--- config.mk ---
export PLATFORM = sky130hd
export DESIGN_NAME = uart_mm_sequencer
export DESIGN_NICKNAME = d
export VERILOG_FILES = /design/src/rtl/uart_mm_sequencer.sv
export SDC_FILE = /design/constraint.sdc
export NUM_CORES = 1
export LEC_CHECK = 0
export CAP_MARGIN = 5
export CORE_UTILIZATION = 55
export CTS_CLUSTER_SIZE = 14
export DETAILED_ROUTE_END_ITERATION = 7
export GPL_TIMING_DRIVEN = 0
export PLACE_DENSITY_LB_ADDON = 0.3
export SYNTH_ARGS = -nofsm -noshare
export SYNTH_HDL_FRONTEND = slang
export SYNTH_SLANG_ARGS = --single-unit
--- constraint.sdc ---
create_clock -name clk -period 5 [get_ports clk]
set_input_delay 0.5 -clock clk [delete_from_list [all_inputs] [get_ports clk]]
set_output_delay 0.5 -clock clk [all_outputs]
set_load 0.01 [all_outputs]
--- src/rtl/uart_mm_sequencer.sv ---
// -----------------------------------------------------------------------------
// uart_mm_sequencer
//   Frame sequencer for the UART-fed matrix multiplier. It loads N*N operand
//   bytes into matrix A, then N*N into matrix B. It then pulses the multiplier
//   start and waits for done. Finally it streams every result word out MSB
//   byte first, in address order.
//
// Ports
//   clk, reset        : system clock, asynchronous active-high reset
//   rx_data/rx_ready  : received byte and its valid level (rising edge = byte)
//   mem_we/sel/addr/wdata : operand memory write port (sel 0 = A, 1 = B)
//   mm_start/mm_done  : multiplier start pulse / completion (level or pulse)
//   res_addr/res_data : result memory read port, 1-cycle read latency
//   tx_data/tx_start/tx_busy : UART transmitter handshake
//   busy              : low only when idle at the start of a frame
//   frame_done        : pulse after the last result byte has been sent
//   rx_overrun        : pulse when a byte arrives outside the load phases
// -----------------------------------------------------------------------------
module uart_mm_sequencer #(
   parameter int N      = 10,
   parameter int RES_W  = 24,
   parameter int ADDR_W = 7
) (
   input  logic              clk,
   input  logic              reset,
   input  logic [7:0]        rx_data,
   input  logic              rx_ready,
   output logic              mem_we,
   output logic              mem_sel,
   output logic [ADDR_W-1:0] mem_addr,
   output logic [7:0]        mem_wdata,
   output logic              mm_start,
   input  logic              mm_done,
   output logic [ADDR_W-1:0] res_addr,
   input  logic [RES_W-1:0]  res_data,
   output logic [7:0]        tx_data,
   output logic              tx_start,
   input  logic              tx_busy,
   output logic              busy,
   output logic              frame_done,
   output logic              rx_overrun
);

   localparam int unsigned NBYTES = RES_W / 8;
   localparam int unsigned BI_W   = (NBYTES > 1) ? $clog2(NBYTES) : 1;

   localparam logic [ADDR_W-1:0] LAST_ADDR = ADDR_W'(N * N - 1);
   localparam logic [BI_W-1:0]   LAST_BYTE = BI_W'(NBYTES - 1);

   localparam logic [3:0] S_LOAD_A  = 4'd0;
   localparam logic [3:0] S_LOAD_B  = 4'd1;
   localparam logic [3:0] S_START   = 4'd2;
   localparam logic [3:0] S_WAIT_MM = 4'd3;
   localparam logic [3:0] S_RD      = 4'd4;
   localparam logic [3:0] S_RD_WAIT = 4'd5;
   localparam logic [3:0] S_SEND    = 4'd6;
   localparam logic [3:0] S_TX_ACK  = 4'd7;
   localparam logic [3:0] S_TX_WAIT = 4'd8;

   logic [3:0]        r_state;
   logic [ADDR_W-1:0] r_cnt;
   logic [BI_W-1:0]   r_byte_idx;
   logic [RES_W-1:0]  r_shift;
   logic              r_rx_q;
   logic              r_rx_armed;

   logic              w_byte_evt;
   logic              w_loading;

   // r_rx_armed stays low until rx_ready has been seen low after reset, so a
   // level already high at reset release is not mistaken for a new byte.
   assign w_byte_evt = rx_ready & ~r_rx_q & r_rx_armed;
   assign w_loading  = (r_state == S_LOAD_A) || (r_state == S_LOAD_B);
   assign busy       = !((r_state == S_LOAD_A) && (r_cnt == '0));

   always_ff @(posedge clk or posedge reset) begin
      if (reset) begin
         r_state    <= S_LOAD_A;
         r_cnt      <= '0;
         r_byte_idx <= '0;
         r_shift    <= '0;
         r_rx_q     <= 1'b0;
         r_rx_armed <= 1'b0;
         mem_we     <= 1'b0;
         mem_sel    <= 1'b0;
         mem_addr   <= '0;
         mem_wdata  <= '0;
         mm_start   <= 1'b0;
         res_addr   <= '0;
         tx_data    <= '0;
         tx_start   <= 1'b0;
         frame_done <= 1'b0;
         rx_overrun <= 1'b0;
      end else begin
         r_rx_q <= rx_ready;
         if (!rx_ready) begin
            r_rx_armed <= 1'b1;
         end

         mem_we     <= 1'b0;
         mm_start   <= 1'b0;
         tx_start   <= 1'b0;
         frame_done <= 1'b0;
         rx_overrun <= w_byte_evt & ~w_loading;

         case (r_state)
            S_LOAD_A, S_LOAD_B: begin
               if (w_byte_evt) begin
                  mem_we    <= 1'b1;
                  mem_sel   <= (r_state == S_LOAD_B);
                  mem_addr  <= r_cnt;
                  mem_wdata <= rx_data;
                  if (r_cnt == LAST_ADDR) begin
                     r_cnt   <= '0;
                     r_state <= (r_state == S_LOAD_A) ? S_LOAD_B : S_START;
                  end else begin
                     r_cnt <= r_cnt + 1'b1;
                  end
               end
            end

            S_START: begin
               mm_start <= 1'b1;
               r_state  <= S_WAIT_MM;
            end

            // res_addr is launched on the transition into RD so it is already
            // valid during RD; the registered read data is then present in
            // RD_WAIT, where it is captured.
            S_WAIT_MM: begin
               if (mm_done) begin
                  r_cnt    <= '0;
                  res_addr <= '0;
                  r_state  <= S_RD;
               end
            end

            S_RD: begin
               res_addr <= r_cnt;
               r_state  <= S_RD_WAIT;
            end

            S_RD_WAIT: begin
               r_shift    <= res_data;
               r_byte_idx <= '0;
               r_state    <= S_SEND;
            end

            S_SEND: begin
               if (!tx_busy) begin
                  tx_data  <= r_shift[RES_W-1 -: 8];
                  tx_start <= 1'b1;
                  r_shift  <= r_shift << 8;
                  r_state  <= S_TX_ACK;
               end
            end

            S_TX_ACK: begin
               if (tx_busy) begin
                  r_state <= S_TX_WAIT;
               end
            end

            S_TX_WAIT: begin
               if (!tx_busy) begin
                  if (r_byte_idx != LAST_BYTE) begin
                     r_byte_idx <= r_byte_idx + 1'b1;
                     r_state    <= S_SEND;
                  end else if (r_cnt != LAST_ADDR) begin
                     r_cnt    <= r_cnt + 1'b1;
                     res_addr <= r_cnt + 1'b1;
                     r_state  <= S_RD;
                  end else begin
                     frame_done <= 1'b1;
                     r_cnt      <= '0;
                     r_state    <= S_LOAD_A;
                  end
               end
            end

            default: begin
               r_state <= S_LOAD_A;
            end
         endcase
      end
   end

endmodule

Yosys cells after proc, flatten, opt, wreduce, memory -nomap -nowiden
Index checks and enable logic that the tools add are counted.
{"block": "word_totals", "ff_bits": 75, "out_inout_bits": 37, "in_bits": 37}
{"block": "classes", "n_bitwise": 6, "n_addsub": 2, "n_reduce_logical": 17, "muxes": 35, "n_eq_ne": 20}
{"operator": "$mux 7", "n": 9}
{"operator": "$pmux 24 s2", "n": 1}
{"operator": "$pmux 7 s3", "n": 2}
{"operator": "$pmux 4 s8", "n": 1}
{"operator": "$mux 24", "n": 1}
{"operator": "$mux 4", "n": 6}
{"operator": "$ne 2x2->1 const B", "n": 10}
{"operator": "$eq 4x3->1 const B", "n": 4}
{"operator": "$reduce_and 5->1", "n": 2}
{"operator": "$mux 1", "n": 9}
{"operator": "$eq 4x2->1 const B", "n": 2}
{"operator": "$add 7x1->7 const B", "n": 1}
{"operator": "$eq 7x7->1 const B", "n": 1}
{"operator": "$logic_not 7->1", "n": 1}
{"operator": "$ne 7x7->1 const B", "n": 1}
{"operator": "$mux 2", "n": 3}
{"operator": "$mux 3", "n": 2}
{"operator": "$reduce_and 2->1", "n": 3}
{"operator": "$reduce_and 6->1", "n": 1}
{"operator": "$reduce_bool 3->1", "n": 2}
{"operator": "$eq 4x1->1 const B", "n": 1}
{"operator": "$eq 4x4->1 const B", "n": 1}
{"operator": "$logic_not 4->1", "n": 1}
{"operator": "$pmux 2 s2", "n": 1}
{"operator": "9 further kinds", "n": 14}

Depth between registers and ports, before layout
Gate-level depths: netlist of the first run.
{"block": "logic_depth", "depth_word": 5, "ltp_mapped": 10}

Worst setup path after synthesis of the first run
No wires, ideal clock.
{"block": "synth_path", "kind": "reg2reg", "start": "register r_state[1]", "end": "register res_addr[0]", "setup_time_ns": 0.125, "stages_incl_launch_ff": 7, "setup_slack_ns": 3.033, "t_arrival_ns": 1.842, "path_cell_list": "dfrtp_1 buf_4 or4b_1 buf_6 o21ai_4 o211ai_4 mux2_4"}
{"block": "synth_between", "elab_chain_cells": 3, "word_cells_on_any_way": 10, "cone_classes": "eq/ne (7); mux (1); reduce/logical (2)"}
{"element": "start: declaration", "line_no": "60", "text": "logic [3:0] r_state;"}
{"element": "start signal: assignment", "line_no": "115", "text": "r_state <= (r_state == S_LOAD_A) ? S_LOAD_B : S_START;"}
{"element": "$eq 4x4->1, or another cell as far along", "line_no": "106", "text": "case (r_state)"}
{"element": "$ne 2x2->1 (no source line) / $reduce_bool 3->1 (equally long branches)"}
{"element": "$reduce_and 5->1 (no source line)"}
{"element": "end signal: assignment", "line_no": "139", "text": "res_addr <= r_cnt;"}
{"element": "end signal: assignment", "line_no": "171", "text": "res_addr <= r_cnt + 1'b1;"}
{"element": "end: declaration", "line_no": "34", "text": "output logic [ADDR_W-1:0] res_addr,"}
Parallel ways exist; a longest one is shown, timed or not.
A chain may end at the register's enable or synchronous reset.

Final worst setup path of the first run
{"block": "layout_path", "start": "register r_state[0]", "end": "output busy"}
{"block": "layout_between", "elab_chain_cells": 3}
{"element": "$logic_not 4->1", "line_no": "74", "text": "assign busy = !((r_state == S_LOAD_A) && (r_cnt == '0));"}
{"element": "$logic_and 1x1->1", "line_no": "74"}
{"element": "$logic_not 1->1", "line_no": "74"}
{"element": "end: declaration", "line_no": "39", "text": "output logic busy,"}
No other way between the ends.

==> out/results.txt, run 1 <==
most frequent cells in the layout - dfrtp_1, clkdlybuf4s50_1, nor2_1
Fin. Hold Viols - 0
H-Tree Level Count - 3
largest net degree at the start of global routing - 51
vias in the first global route - 2575
DR DRC count - 0
Starting Density - 0.567
I/O pin cnt - 74
pwr dens - 571 nW/µm²
die width - 82.7 µm
DIE AREA - 6840 µm²
drt first pass iters - 4
Synth area leaders - dfrtp_1, mux2_2, mux2i_1, o21ai_0, nor2_1
die span in y - 82.7 µm
crit path kind - reg2out
cts repair resizes - 0
worst stage delay on the critical path - 0.52 ns
area grow syn2layout - 30.0%
Post-DRT Antenna Nets - 0
Routed WL - 7600 µm
post-synthesis cell type count - 49
Worst Path Required - 4.50 ns
CTS sink count - 75
final net count - 451
gpl congestion - 0.792
CTS Hold Buffers Added - 0
CP Data Arrival Time - 2.09 ns
maxcap violations - 0
CTS Root Cell - clkbuf_8
Crit-path slowest cell - clkdlybuf4s50_1
Seq/Total Area, Yosys - 0.524
clk buf depth - 2
Clk Latency, worst-skew pair - 0.34 ns
Power Total - 2.66 mW
fin. max-slew vios - 0
Cell Rows - 29
vias - 2777
post-CTS setup buffers - 0
Tot GR Track Use - 0.237
post-detail-place hpwl - 5410 µm
initial antenna violation count - 0
Vias per Instance - 5.63
Post-synth top flop - dfrtp_1
final setup vio count - 0
Synth Warn # - 0
crit path time final - 2.59 ns
commonest non-fill, non-tap cell in the layout - dfrtp_1
Worst setup EP type - output port
Mapped Avg Cell Area - 11.0 µm²
WL/cell - 15.4 µm
synthesized net count - 366
RSZ-0062 raised after global routing - no
dpl cell area - 4440 µm²
Post-Syn Area - 3580 µm²
first-pass GRT wire length - 12000 µm
Core Area - 6310 µm²
highest clock rate - 0.387 GHz
CTS tree - built
Post-synth EDFFs - 0
# port buffers - 73
Startpoint Class - flop
total leakage power - 1.97 nW
Yosys top cell area share - 0.524
FF+latch count, synth - 75
asr flop ratio synth - 1.00
Slew HR - 0.513
Tcrit/Tclk final - 0.517
post-synth top area cell - dfrtp_1
Slew @ Worst Pin - 0.729 ns
gate count of the mapped netlist - 326
Detailed Route Iter0 Violations - 176
total gr overflow - 0
CTS Buf Count - 9
ANT cells - 0
Max Clock Skew - 0.0106 ns
setup TNS - 0 ns
maximum VDD drop - 0.400 mV
Worst Hold Class - in2async
CP max FO - 10
critical-path cell list - buf_2 -> buf_1 -> nor4_1 -> nand4_1 -> clkdlybuf4s50_1
cell area after layout - 4660 µm²
status - complete, no violations
share of layout cells above drive strength 1 - 0.163
CTS clk-pin slew, worst paths - 0.08 ns
Final Util - 0.738
kinds of logic after synthesis:
| family | share of synthesized area |
|---|---|
| and+or+nand+nor | 0.136 |
| DFF | 0.524 |
| AOI/OAI and AO/OA | 0.123 |
| muxes | 0.159 |
| buffers and inverters | 0.0454 |
| adders and majority gates | 0.0105 |
| xor gates and xnor gates | 0.00245 |
where the power goes:
| part | switching (mW) | internal (mW) | leakage [nW] | total (mW) |
|---|---|---|---|---|
| clock | 0.218 | 0.295 | 0.111 | 0.513 |
| combinational | 0.576 | 0.596 | 0.938 | 1.17 |
| sequential | 0.136 | 0.840 | 0.926 | 0.976 |
| total | 0.930 | 1.73 | 1.97 | 2.66 |
cell type report:
cell class              instances  area [µm²]
flip-flops and latches         75        1880
fillers                       441        1660
multi-input cells             220        1540
repair buffers                 74         758
clock buffers                  12         145
plain buffers                  24         136
well taps                      77        96.3
clock inverters                 4        73.8
inverters                       7        28.8
per-layer routing:
layer,wire (µm),GRT usage,up-vias
met5,0,0,-
met3,368,0.0407,18
met4,125,0.0966,0
li1,-,-,1317
met2,3770,0.385,75
met1,3330,0.313,1367
synthesized netlist by cell type (2+ instances only):
| cell | number |
|---|---|
| mux2_2 | 25 |
| o21ai_1 | 4 |
| a211oi_1 | 2 |
| nor2b_1 | 5 |
| buf_6 | 2 |
| ha_1 | 3 |
| buf_2 | 7 |
| and4bb_1 | 3 |
| inv_1 | 7 |
| nor3b_1 | 2 |
| nor2_1 | 30 |
| or2_1 | 3 |
| mux2i_1 | 17 |
| clkbuf_1 | 8 |
| o21ai_0 | 25 |
| o31ai_1 | 9 |
| nor3_1 | 2 |
| a31oi_1 | 2 |
| a21oi_1 | 21 |
| nand2b_1 | 4 |
| nand4_1 | 2 |
| mux2_4 | 7 |
| nand2_1 | 25 |
| and3_1 | 2 |
| buf_4 | 6 |
| dfrtp_1 | 75 |
| nand3_1 | 6 |
per-stage QoR:
| step | hold slack, ns | instances | setup WS [ns] |
|---|---|---|---|
| 4_1_cts | 0.477 | 493 | 2.41 |
| 3_3_place_gp | 0.451 | 476 | 1.39 |
| 2_1_floorplan | 0.435 | 326 | 2.59 |
| 6_report | 0.470 | 493 | 2.41 |
| 3_5_place_dp | 0.460 | 477 | 2.33 |
| 5_1_grt | 0.495 | 493 | 2.35 |
state kept, by name (all words and copies together), names as in the netlist:
| signal | flops |
|---|---|
| mem_we | 1 |
| rx_overrun | 1 |
| r_state | 4 |
| mm_start | 1 |
| tx_data | 8 |
| r_byte_idx | 2 |
| r_shift | 24 |
| r_rx_armed | 1 |
| res_addr | 7 |
| frame_done | 1 |
| mem_addr | 7 |
| r_cnt | 7 |
| mem_wdata | 8 |
| mem_sel | 1 |
| r_rx_q | 1 |
| tx_start | 1 |
worst max-delay path, delay by kind of cell, from the launching register on:
family / cells / cell delay (ns)
buffers and inverters: 3 / 0.96
AND/OR/NAND/NOR: 2 / 0.41
flip-flops: 1 / 0.38
final timing paths:
| kind | from | end | slack (ns) | cells past startpoint |
|---|---|---|---|---|
| setup / recovery | r_state[0] | busy | 2.41 | 5 |
| hold / removal | reset | mem_we | 0.47 | 2 |
| setup reg to reg | r_byte_idx[0] | r_cnt[4] | 2.71 | 8 |
| hold reg to reg | r_rx_armed | r_rx_armed | 0.47 | 1 |
| max in group asynchronous | reset | r_state[2] | 3.98 | 3 |
| min in group clk | r_rx_armed | r_rx_armed | 0.47 | 1 |
Note: power is estimated with default switching activity, not from simulation.
==> inputs of run 2 (changes only) <==
--- a/config.mk
+++ b/config.mk
@@ -6,7 +6,7 @@
 export NUM_CORES = 1
 export LEC_CHECK = 0
 export CAP_MARGIN = 5
-export CORE_UTILIZATION = 55
+export CORE_UTILIZATION = 46
 export CTS_CLUSTER_SIZE = 14
 export DETAILED_ROUTE_END_ITERATION = 7
 export GPL_TIMING_DRIVEN = 0
==> constraint.sdc (replaced) <==
create_clock -name clk -period 2.14 [get_ports clk]
set_input_delay 0.214 -clock clk [delete_from_list [all_inputs] [get_ports clk]]
set_output_delay 0.214 -clock clk [all_outputs]
set_load 0.01 [all_outputs]
==> run 2 against run 1 <==
  * Final area increased by 2.4%
  * Total power increased by 140%
  * Die area increased by 19%
  * Global-route usage decreased by 3.1 points
  * Sequential cell count unchanged
  * Largest power group unchanged
  * Clock power increased by 110%
  * Setup slack got worse by 2.3 ns
==> out/results.txt, run 2 (synthesized netlist as in run 1, its figures left out) <==
CTS Root Cell - clkbuf_8 (unchanged)
setup ws final - 0.0665 ns (was 2.41 ns)
cell area after layout - 4770 µm² (was 4660 µm²)
WHS - 0.0825 ns (was 0.470 ns)
vias in the first global route - 2721 (was 2575)
Worst Hold Class - in2async (unchanged)
fin. max-slew vios - 0 (unchanged)
CP Data Arrival Time - 2.36 ns (was 2.09 ns)
Slew @ Worst Pin - 0.566 ns (was 0.729 ns)
Power Total - 6.30 mW (was 2.66 mW)
Fin. Hold Viols - 0 (unchanged)
total leakage power - 2.01 nW (was 1.97 nW)
vias - 2776 (was 2777)
drt first pass iters - 4 (unchanged)
crit path kind - reg2reg (was reg2out)
DIE AREA - 8140 µm² (was 6840 µm²)
max FFs per register - 24 (unchanged)
WL/cell - 15.0 µm (was 15.4 µm)
share of total power in combinational logic - 0.467 (was 0.440)
DR DRC count - 0 (unchanged)
largest net degree at the start of global routing - 74 (was 51)
Sw Share - 0.357 (was 0.349)
Detailed Route Iter0 Violations - 128 (was 176)
# port buffers - 73 (unchanged)
initial antenna violation count - 0 (unchanged)
CP max FO - 10 (unchanged)
Core Area - 7410 µm² (was 6310 µm²)
RSZ-0062 raised after global routing - no (unchanged)
pwr dens - 1320 nW/µm² (was 571 nW/µm²)
final net count - 457 (was 451)
Sequential Power Share - 0.363 (was 0.367)
status - complete, no violations (unchanged)
CTS tree - built (unchanged)
maxcap violations - 0 (unchanged)
commonest non-fill, non-tap cell in the layout - dfrtp_1 (unchanged)
Clk Latency, worst-skew pair - 0.35 ns (was 0.34 ns)
clk buf depth - 2 (unchanged)
dpl cell area - 4470 µm² (was 4440 µm²)
most frequent cells in the layout - dfrtp_1, clkdlybuf4s50_1, nor2_1, mux2_2, nand2_1 (was dfrtp_1, clkdlybuf4s50_1, nor2_1)
Largest Register - r_shift (unchanged)
pre-CTS setup slack - -0.254 ns (was 2.33 ns)
crit path time final - 2.07 ns
Cell Rows - 31 (was 29)
maximum VDD drop - 0.679 mV (was 0.400 mV)
Post-DRT Antenna Nets - 0 (unchanged)
Routed WL - 7810 µm (was 7600 µm)
post-detail-place hpwl - 5420 µm (was 5410 µm)
first-pass GRT wire length - 13200 µm (was 12000 µm)
Starting Density - 0.484 (was 0.567)
Final Util - 0.644 (was 0.738)
Net Switching - 2.25 mW (was 0.930 mW)
fillcell total - 614 (was 441)
final setup vio count - 0 (unchanged)
Max Clock Skew - 0.00678 ns (was 0.0106 ns)
Tot GR Track Use - 0.205 (was 0.237)
share of layout cells above drive strength 1 - 0.209 (was 0.163)
clock share of power - 0.170 (was 0.193)
total gr overflow - 0 (unchanged)
highest clock rate - 0.482 GHz
area grow syn2layout - 33.2% (was 30.0%)
Slew HR - 0.622 (was 0.513)
biggest regs - r_shift: 24 flops, mem_wdata: 8 flops, tx_data: 8 flops (unchanged)
CTS sink count - 75 (unchanged)
Internal - 4.05 mW (was 1.73 mW)
Vias per Instance - 5.34 (was 5.63)
die span in y - 90.2 µm (was 82.7 µm)
CTS Buf Count - 9 (unchanged)
Worst setup EP type - flop (was output port)
Startpoint Class - flop (unchanged)
I/O pin cnt - 74 (unchanged)
Worst Path Required - 2.42 ns (was 4.50 ns)
die width - 90.2 µm (was 82.7 µm)
gpl congestion - 0.816 (was 0.792)
Tcrit/Tclk final - 0.969
CTS clk-pin slew, worst paths - 0.07 ns (was 0.08 ns)
ANT cells - 0 (unchanged)
H-Tree Level Count - 3 (unchanged)
-- run 2: worst paths after layout --
path / startpoint / endpoint / cells after the start / slack [ns]
worst max-delay path: r_state[1] / res_addr[4] / 6 / 0.07
worst min-delay path: reset / tx_data[5] / 2 / 0.08
max in group asynchronous: reset / r_state[1] / 3 / 1.51
worst min register to register: tx_data[1] / tx_data[1] / 1 / 0.49
min in group clk: rx_ready / r_rx_q / 1 / 0.37
worst max register to register: r_state[1] / res_addr[4] / 6 / 0.07
-- run 2: layout make-up --
type | count | area, µm² | share of cell area
Buffer | 24 | 144 | 0.0302
Tap cell | 99 | 124 | 0.0260
Sequential cell | 75 | 1880 | 0.394
Inverter | 7 | 28.8 | 0.00603
Clock inverter | 5 | 53.8 | 0.0113
Timing Repair Buffer | 80 | 815 | 0.171
Multi-Input combinational cell | 220 | 1590 | 0.333
Clock buffer | 10 | 138 | 0.0288
-- run 2: per-layer routing --
| layer | global-route usage | vias to the layer above | part of all wire |
|---|---|---|---|
| met3 | 0.0525 | 7 | 0.047 |
| li1 | - | 1327 | - |
| met5 | 0 | - | 0 |
| met2 | 0.335 | 80 | 0.50 |
| met1 | 0.272 | 1362 | 0.45 |
| met4 | 0.0551 | 0 | 0.0085 |
-- run 2: what timing repair did --
action	4_1_cts	5_1_grt
pin swaps	2	1
resized for setup	7	11
setup endpoints to repair	11	28
hold buffers	0	0
setup buffers	2	4
-- run 2: critical path, stage by stage (launching register included) --
cell and delay (ns):
dfrtp_2 0.44, buf_6 0.15, or4b_4 0.51, buf_6 0.15, clkbuf_1 0.27, o31ai_2 0.31
mux2_4 0.18
-- run 2: per-stage QoR --
stage                     setup TNS, ns  cells
after floorplan                       0    326
after global placement           -90.63    498
final                                 0    520
after CTS                             0    516
after detailed placement          -1.20    499
after global routing                  0    520
-- run 2: power groups by stage --
stage          Clock (mW)  Sequential, mW  Combinational [mW]
6_report             1.07            2.29                2.94
5_1_grt              1.16            2.36                3.21
4_1_cts              1.09            2.29                2.87
3_5_place_dp            0            2.31                2.74
3_3_place_gp            0            2.29                2.66
2_1_floorplan           0            2.35                1.69
